==> config.mk <==
export PLATFORM = sky130hd
export DESIGN_NAME = dma_ctrl
export DESIGN_NICKNAME = d
export VERILOG_FILES = /design/src/rtl/dma_ctrl_pkg.sv /design/src/rtl/dma_ctrl_addr_gen.sv /design/src/rtl/dma_ctrl.sv
export SDC_FILE = /design/constraint.sdc
export NUM_CORES = 1
export LEC_CHECK = 0
export CAP_MARGIN = 5
export CORE_ASPECT_RATIO = 0.8
export CORE_MARGIN = 2
export CORE_UTILIZATION = 30
export CTS_CLUSTER_DIAMETER = 120
export DETAILED_ROUTE_END_ITERATION = 12
export HOLD_SLACK_MARGIN = 0.02
export PLACE_DENSITY_LB_ADDON = 0.05
export SLEW_MARGIN = 10
export SYNTH_ARGS = -nofsm -noshare
export SYNTH_HDL_FRONTEND = slang
export SYNTH_SLANG_ARGS = --single-unit
export TNS_END_PERCENT = 100
==> constraint.sdc <==
create_clock -name clk -period 3.8 [get_ports clk]
set_input_delay 0.38 -clock clk [delete_from_list [all_inputs] [get_ports clk]]
set_output_delay 0.38 -clock clk [all_outputs]
set_load 0.03 [all_outputs]
==> src/rtl/dma_ctrl_pkg.sv <==
// Shared definitions for the DMA controller: bus widths, active-low levels,
// bus direction codes, transfer mode codes and FSM state encodings.
package dma_ctrl_pkg;

  localparam int BUS_ADDR_WIDTH = 10;
  localparam int DATA_WIDTH     = 8;

  localparam logic ENABLE_  = 1'b0;
  localparam logic DISABLE_ = 1'b1;

  localparam logic READ  = 1'b1;
  localparam logic WRITE = 1'b0;

  localparam logic [1:0] SINGLE = 2'b00;
  localparam logic [1:0] BLOCK  = 2'b01;
  localparam logic [1:0] DEMAND = 2'b10;

  typedef enum logic [2:0] {
    IDLE = 3'd0,
    REQ  = 3'd1,
    RD   = 3'd2,
    LAT  = 3'd3,
    WR   = 3'd4,
    NXT  = 3'd5,
    DONE = 3'd6
  } state_t;

  // The reserved mode code behaves as Single.
  function automatic logic [1:0] norm_mode(input logic [1:0] mode);
    return (mode == 2'b11) ? SINGLE : mode;
  endfunction

endpackage

==> src/rtl/dma_ctrl_addr_gen.sv <==
// Source/destination address and remaining-count registers for the DMA
// controller; loaded at transfer start and stepped once per completed transfer.
module dma_addr_gen
  import dma_ctrl_pkg::*;
(
  input  logic                      clk,
  input  logic                      reset,
  input  logic                      load,
  input  logic                      step,
  input  logic [BUS_ADDR_WIDTH-1:0] dsaddr,
  input  logic [BUS_ADDR_WIDTH-1:0] ddaddr,
  input  logic [BUS_ADDR_WIDTH-1:0] dcount,
  output logic [BUS_ADDR_WIDTH-1:0] src,
  output logic [BUS_ADDR_WIDTH-1:0] dst,
  output logic                      last
);

  logic [BUS_ADDR_WIDTH-1:0] src_reg;
  logic [BUS_ADDR_WIDTH-1:0] dst_reg;
  logic [BUS_ADDR_WIDTH-1:0] cnt_reg;

  // Addresses wrap naturally at the register width.
  always_ff @(posedge clk or posedge reset) begin
    if (reset) begin
      src_reg <= '0;
      dst_reg <= '0;
      cnt_reg <= '0;
    end else if (load) begin
      src_reg <= dsaddr;
      dst_reg <= ddaddr;
      cnt_reg <= (dcount == '0) ? BUS_ADDR_WIDTH'(1) : dcount;
    end else if (step) begin
      src_reg <= src_reg + 1'b1;
      dst_reg <= dst_reg + 1'b1;
      cnt_reg <= cnt_reg - 1'b1;
    end
  end

  assign src  = src_reg;
  assign dst  = dst_reg;
  assign last = (cnt_reg == BUS_ADDR_WIDTH'(1));

endmodule

==> src/rtl/dma_ctrl.sv <==
// Single-channel memory-to-memory DMA controller with Single, Block and
// Demand modes, bus request/grant handshake and an end-of-process pulse.
module dma_ctrl
  import dma_ctrl_pkg::*;
(
  input  logic                      clk,
  input  logic                      reset,
  input  logic [BUS_ADDR_WIDTH-1:0] dsaddr,
  input  logic [BUS_ADDR_WIDTH-1:0] ddaddr,
  input  logic [BUS_ADDR_WIDTH-1:0] dcount,
  input  logic [1:0]                dmode,
  input  logic                      dreq_,
  output logic                      eop_,
  output logic                      breq_,
  input  logic                      bgrt_,
  output logic [BUS_ADDR_WIDTH-1:0] addr,
  output logic [DATA_WIDTH-1:0]     odata,
  input  logic [DATA_WIDTH-1:0]     idata,
  output logic                      rw_,
  output logic                      busy
);

  state_t                    state_reg, state_next;
  logic [1:0]                mode_reg;
  logic [DATA_WIDTH-1:0]     data_reg;
  logic                      resume_reg;
  logic                      load, step, capture, resume_set, resume_clr;
  logic [BUS_ADDR_WIDTH-1:0] src, dst;
  logic                      last;

  dma_addr_gen u_addr_gen (
    .clk    (clk),
    .reset  (reset),
    .load   (load),
    .step   (step),
    .dsaddr (dsaddr),
    .ddaddr (ddaddr),
    .dcount (dcount),
    .src    (src),
    .dst    (dst),
    .last   (last)
  );

  always_ff @(posedge clk or posedge reset) begin
    if (reset) begin
      state_reg  <= IDLE;
      mode_reg   <= SINGLE;
      data_reg   <= '0;
      resume_reg <= 1'b0;
    end else begin
      state_reg <= state_next;
      if (load)    mode_reg <= norm_mode(dmode);
      if (capture) data_reg <= idata;
      if (resume_set)      resume_reg <= 1'b1;
      else if (resume_clr) resume_reg <= 1'b0;
    end
  end

  always_comb begin
    state_next = state_reg;
    load       = 1'b0;
    step       = 1'b0;
    capture    = 1'b0;
    resume_set = 1'b0;
    resume_clr = 1'b0;
    breq_      = DISABLE_;
    eop_       = DISABLE_;
    rw_        = READ;
    addr       = '0;
    odata      = '0;
    busy       = (state_reg != IDLE);
    case (state_reg)
      IDLE: begin
        // A paused Demand transfer resumes with its saved addresses and count.
        if (dreq_ == ENABLE_) begin
          state_next = REQ;
          load       = !resume_reg;
          resume_clr = 1'b1;
        end
      end
      REQ: begin
        breq_ = ENABLE_;
        if (bgrt_ == ENABLE_) state_next = RD;
      end
      RD: begin
        breq_ = ENABLE_;
        addr  = src;
        if (bgrt_ == ENABLE_) state_next = LAT;
      end
      LAT: begin
        breq_ = ENABLE_;
        addr  = src;
        if (bgrt_ == ENABLE_) begin
          capture    = 1'b1;
          state_next = WR;
        end
      end
      WR: begin
        breq_ = ENABLE_;
        addr  = dst;
        odata = data_reg;
        if (bgrt_ == ENABLE_) begin
          rw_        = WRITE;
          state_next = NXT;
        end
      end
      NXT: begin
        breq_ = ENABLE_;
        step  = 1'b1;
        case (mode_reg)
          BLOCK:   state_next = last ? DONE : RD;
          DEMAND: begin
            if (last)                  state_next = DONE;
            else if (dreq_ == ENABLE_) state_next = RD;
            else begin
              state_next = IDLE;
              resume_set = 1'b1;
            end
          end
          default: state_next = DONE;
        endcase
      end
      DONE: begin
        eop_       = ENABLE_;
        state_next = IDLE;
      end
      default: state_next = IDLE;
    endcase
  end

endmodule

## Word level (Yosys, flattened, before mapping)

Cells that the tools add are included.
W data, S select, Z words.

| storage, ports and cells | value |
|---|---|
| logic and storage cells | 71 |
| flip-flop bits (word level) | 44 |
| bits of input ports | 44 |
| output and inout bits | 22 |

| cells by class | value |
|---|---|
| add/sub/neg operators | 3 |
| equal/unequal tests | 15 |
| reductions and logical operators | 9 |
| mux-type cells | 37 |

Operators by type and width:

| operator | count |
|---|---|
| $mux W10 | 7 |
| $mux W3 | 7 |
| $add A10 B1 Y10 const B | 2 |
| $pmux W10 S2 | 1 |
| $pmux W3 S6 | 1 |
| $mux W1 | 17 |
| $eq A10 B1 Y1 const B | 1 |
| $logic_not A10 Y1 | 1 |
| $ne A2 B2 Y1 const B | 5 |
| $sub A10 B1 Y10 const B | 1 |
| $eq A3 B3 Y1 const B | 3 |
| $mux W8 | 1 |
| $eq A3 B2 Y1 const B | 2 |
| $pmux W3 S2 | 1 |
| $reduce_and A5 Y1 | 1 |
| $reduce_or A5 Y1 | 1 |
| $eq A2 B2 Y1 const B | 2 |
| $mux W2 | 2 |
| $reduce_bool A2 Y1 | 2 |
| $eq A3 B1 Y1 const B | 1 |
| $logic_not A3 Y1 | 1 |
| $reduce_bool A3 Y1 | 1 |
| $eq A2 B1 Y1 const B | 1 |
| $reduce_or A2 Y1 | 1 |
| $logic_not A1 Y1 | 1 |

## Longest topological paths before layout

| logic depth | value |
|---|---|
| depth after elaboration | 5 |
| mapped depth | 7 |
| mapped depth without buffers | 6 |

## Modules after synthesis

From an unflattened synthesis, not the netlist that was laid out.

| second synthesis, totals | value |
|---|---|
| cells, all modules | 272 |
| area, all modules | 2593.7 sq um |

Modules (own cells, without submodules):

| module | times used | sequential area each (sq um) | area each (sq um) | cells each |
|---|---|---|---|---|
| dma_addr_gen | 1 | 750.7 | 1699.1 | 188 |
| dma_ctrl | 1 | 350.3 | 894.6 | 84 |

## Least setup slack after synthesis

No wires, ideal clock.

| path | value |
|---|---|
| path type | register -> register |
| start | reg state_reg[1] |
| end | reg u_addr_gen.cnt_reg[0] |
| cell stages (with the launch flop) | 7 |
| path slack | 2079 ps |
| arrival time | 1583 ps |
| clock period less this slack | 1721 ps |
| setup time | 137 ps |
| required time | 3663 ps |
| buffers on the path | 2 |
| cell sequence | dfrtp_1 or3_1 buf_6 or2_1 buf_6 a311oi_2 a211oi_1 |

| on the way | value |
|---|---|
| cells in the longest elaborated chain, start to end | 3 |
| elaborated cells between the ends (all ways) | 6 |
| classes of those cells | eq/ne (1); mux (3); reduce/logical (2) |

RTL lines:

| item | line | text |
|---|---|---|
| start, declared | dma_ctrl.sv:23 | `state_t state_reg, state_next;` |
| start signal, assigned | dma_ctrl.sv:51 | `state_reg <= state_next;` |
| $eq A3 B3 Y1 / $logic_not A3 Y1 (equally long branches) | dma_ctrl.sv:72 | `case (state_reg)` |
| $mux W1 | dma_ctrl.sv:72 |  |
| $reduce_bool A2 Y1 (no line) / $mux W10 (equally long branches) | n/a |  |
| end signal, assigned | dma_ctrl_addr_gen.sv:31 | `cnt_reg <= (dcount == '0) ? BUS_ADDR_WIDTH'(1) : dcount;` |
| end signal, assigned | dma_ctrl_addr_gen.sv:35 | `cnt_reg <= cnt_reg - 1'b1;` |
| end, declared | dma_ctrl_addr_gen.sv:20 | `logic [BUS_ADDR_WIDTH-1:0] cnt_reg;` |

Parallel ways exist; a longest one is shown, timed or not.
A chain may end at the register's enable or synchronous reset.

## Worst setup path in the final report

| path | value |
|---|---|
| start | reg state_reg[2] |
| end | out addr[4] |

| on the way | value |
|---|---|
| cells in the longest elaborated chain, start to end | 3 |
| elaborated cells between the ends (all ways) | 5 |
| classes of those cells | eq/ne (3); mux (1); reduce/logical (1) |

RTL lines:

| item | line | text |
|---|---|---|
| $eq A3 B2 Y1 | dma_ctrl.sv:72 |  |
| $reduce_or A2 Y1 (no line) | n/a |  |
| $pmux W10 S2 (*) | dma_ctrl.sv:72 |  |
| end, declared | dma_ctrl.sv:16 | `output logic [BUS_ADDR_WIDTH-1:0] addr,` |

Mark *: on every way between the ends. The rest lies on a longest branch, timed or not.

==> run_results.csv <==
group,metric,value,unit
cells_and_area,fill_cells,850,
timing,period_needed,2.869,ns
detailed_routing,maxUsedRoutingLayer,"met4",
detailed_routing,vias_per_cell,4.955,
placement,gp_congestion,0.7942,
timing,worst_pin_slew,0.8055,ns
clock_network,cts_resized,0,
detailed_routing,post_drt_wl_per_cell,15.24,µm
synth,synth_area,2552,µm²
global_routing,grt_max_degree,37,
detailed_routing,vias,2225,
critical_path,crit_chain,"nor2b_1 -> a32o_1 -> clkdlybuf4s50_1",
critical_path,arrival,2.49,ns
global_routing,grt_remaining_overflow,0,
detailed_routing,ant_nets,0,
global_routing,grt_pass1_vias,2037,
critical_path,critical-path-top-delay-family,"simple AND/OR/NAND/NOR gates",
cells_and_area,antenna_cells,0,
timing,finalCritPeriodShare,75.50,%
timing,setup-tns-final,0,ns
cells_and_area,fin_cells,449,
timing,rsz0062_at_grt,"false",
floorplanning,core-area,8371,µm²
clock_network,clkSlewWorstSetupHoldPaths,0.09,ns
floorplanning,rows,30,
timing,slew_headroom,46.19,%
cells_and_area,fin_util,40.40,%
critical_path,crit_buf_inv,1,
detailed_routing,drt-total-wl,6844,µm
clock_network,cts_tree,"yes",
clock_network,cts.sinks,44,
floorplanning,die-height,86.50,µm
pwr,ir_worst_vdd,0.2284,mV
synth,synth.ff_latch_count,44,
pwr,leakage,1.307,nW
clock_network,root_buffer,"clkbuf_8",
detailed_routing,wl_met2,2788,µm
global_routing,track_usage,15.56,%
clock_network,postCtsHoldBufs,0,
worst_hold_path,hold_path_class,"in2async",
clock_network,htreeDepth,2,
floorplanning,die_width,107.1,µm
timing,hold_viol_final,0,
synth,synth.distinct_cells,50,
detailed_routing,drt-met1-wl,3670,µm
placement,placedCellCount,441,
detailed_routing,drt_iter0_markers,99,
synth,syn-num-nets,326,
clock_network,postCtsSetupBuffers,0,
timing,skew,0.01013,ns
global_routing,antenna_found_initial,0,
timing,setup_viol,0,
global_routing,grt_pass1_wl,11080,µm
placement,portBuffers,65,
detailed_routing,drc,0,
critical_path,cp_max_fo,11,
clock_network,cts.path.max_buffers,2,
cells_and_area,final_area,3382,µm²
critical_path,slowest_delay,0.70,ns
cells_and_area,final_net_count,386,
detailed_routing,firstDrtPassIters,4,
placement,placed_cell_area,3288,µm²
critical_path,crit_slowest_cell,"nor2b_1",
cells_and_area,synthToLayoutAreaGrowth,32.50,%
critical_path,worst-setup-path-type,"reg2out",
synth,syn_avg_cell_area,9.248,µm²
pwr,powerDensity,689.5,nW/µm²
clock_network,clock_latency,0.29,ns
floorplanning,die_area,9266,µm²
critical_path,crit_path_end_kind,"primary output",
synth,yosysWarnings,0,
floorplanning,top_level_ports,66,
synth,synthCells,276,
cells_and_area,mostFrequentLayoutCells,"clkdlybuf4s50_1 (65), nand2_1 (44), dfrtp_1 (44), o21ai_0 (25)",
floorplanning,initial_core_util,30.49,%
cells_and_area,final_common_cell,"clkdlybuf4s50_1",
cells_and_area,drive_gt1_share,8.012,%
placement,place_hpwl,5093,µm
detailed_routing,met3_wirelength,334,µm
job,maxCapViolCount,0,
critical_path,critPathRequiredTime,3.42,ns
clock_network,cts_buffers,5,
timing,fin_hold_ws,0.4801,ns
timing,slew_viol_final,0,
run_status,status,"finished, final reports clean",
timing,clock.fmax,348.5,MHz
critical_path,start_kind,"flop",
synth,ys_seq_area_share,43.14,%
[final timing paths]
| check | from | endpoint | slack, ns | cells after the start |
|---|---|---|---|---|
| setup / recovery | state_reg[2] | addr[4] | 0.93 | 3 |
| min in group clk | data_reg[3] | data_reg[3] | 0.50 | 1 |
| hold reg to reg | data_reg[3] | data_reg[3] | 0.50 | 1 |
| hold / removal | reset | u_addr_gen.cnt_reg[2] | 0.48 | 2 |
| max in group asynchronous | reset | u_addr_gen.src[6] | 2.64 | 3 |
| setup reg to reg | state_reg[2] | u_addr_gen.src[9] | 1.65 | 5 |
[where the power goes]
part	switching, W	internal (W)
clock network	0.000162	0.000148
logic	0.000602	0.000486
registers	0.000239	0.000694
[per-stage QoR]
step	setup WS [ns]	power [W]
floorplan	2.079	0.001659
global placement	1.257	0.002028
detailed placement	1.269	0.002038
CTS	0.9273	0.002357
finish	0.9309	0.002332
global route	0.8080	0.002529
[metal layers]
metal,up-vias,track usage (%)
met5,-,0
met4,0,3.542
met3,5,3.008
met2,67,21.29
met1,1030,24.85
li1,1123,-
[final cells by class]
class                      instances  area (µm²)  area share, %
timing repair buffer              69       680.7          20.13
multi-input combinational        207        1333          39.40
sequential                        44        1101          32.56
clock inverter                     1       7.507         0.2220
clock buffer                       7       86.33          2.553
tap                              112       140.1          4.144
inverter                           9       33.78         0.9989
[synth_stat cells (all sizes together)]
cell	instances	share of area [%]
nand2	44	6.5
or3	2	0.49
o311ai	2	0.69
a221o	3	1.2
and3b	1	0.34
xnor2	1	0.34
or4	2	0.74
a211oi	1	0.29
mux2	8	3.5
o221ai	1	0.34
o31ai	2	0.59
o21a	1	0.29
dfrtp	44	43
nor4	4	0.98
buf	9	2.3
mux2i	1	0.39
o211ai	7	2.1
a22oi	3	0.88
nor3b	1	0.29
nand4b	1	0.34
and2	9	2.2
a311oi	1	0.59
nor3	2	0.39
xor2	13	4.5
or2	3	0.74
a221oi	1	0.34
nor2	14	2.2
nand3	9	1.8
a22o	1	0.34
a32o	9	3.5
nand3b	3	0.88
and3	4	0.98
nor2b	2	0.49
a21oi	6	1.2
and4	2	0.69
o21ai	26	5.2
a31oi	1	0.25
clkbuf	7	1.1
inv	9	1.3
or4b	1	0.39
ha	6	2.9
nand4	8	2.0
o221a	1	0.44
[kinds of logic after synthesis]
group,after synthesis,synth area share (%)
muxes,9,3.922
DFF,44,43.14
adders and majority gates,6,2.941
AOI/OAI and AO/OA,66,18.24
xor gates and xnor gates,14,4.804
buffers and inverters,25,4.656
and+or+nand+nor,112,22.30
Power figures use the tool's default switching activity.
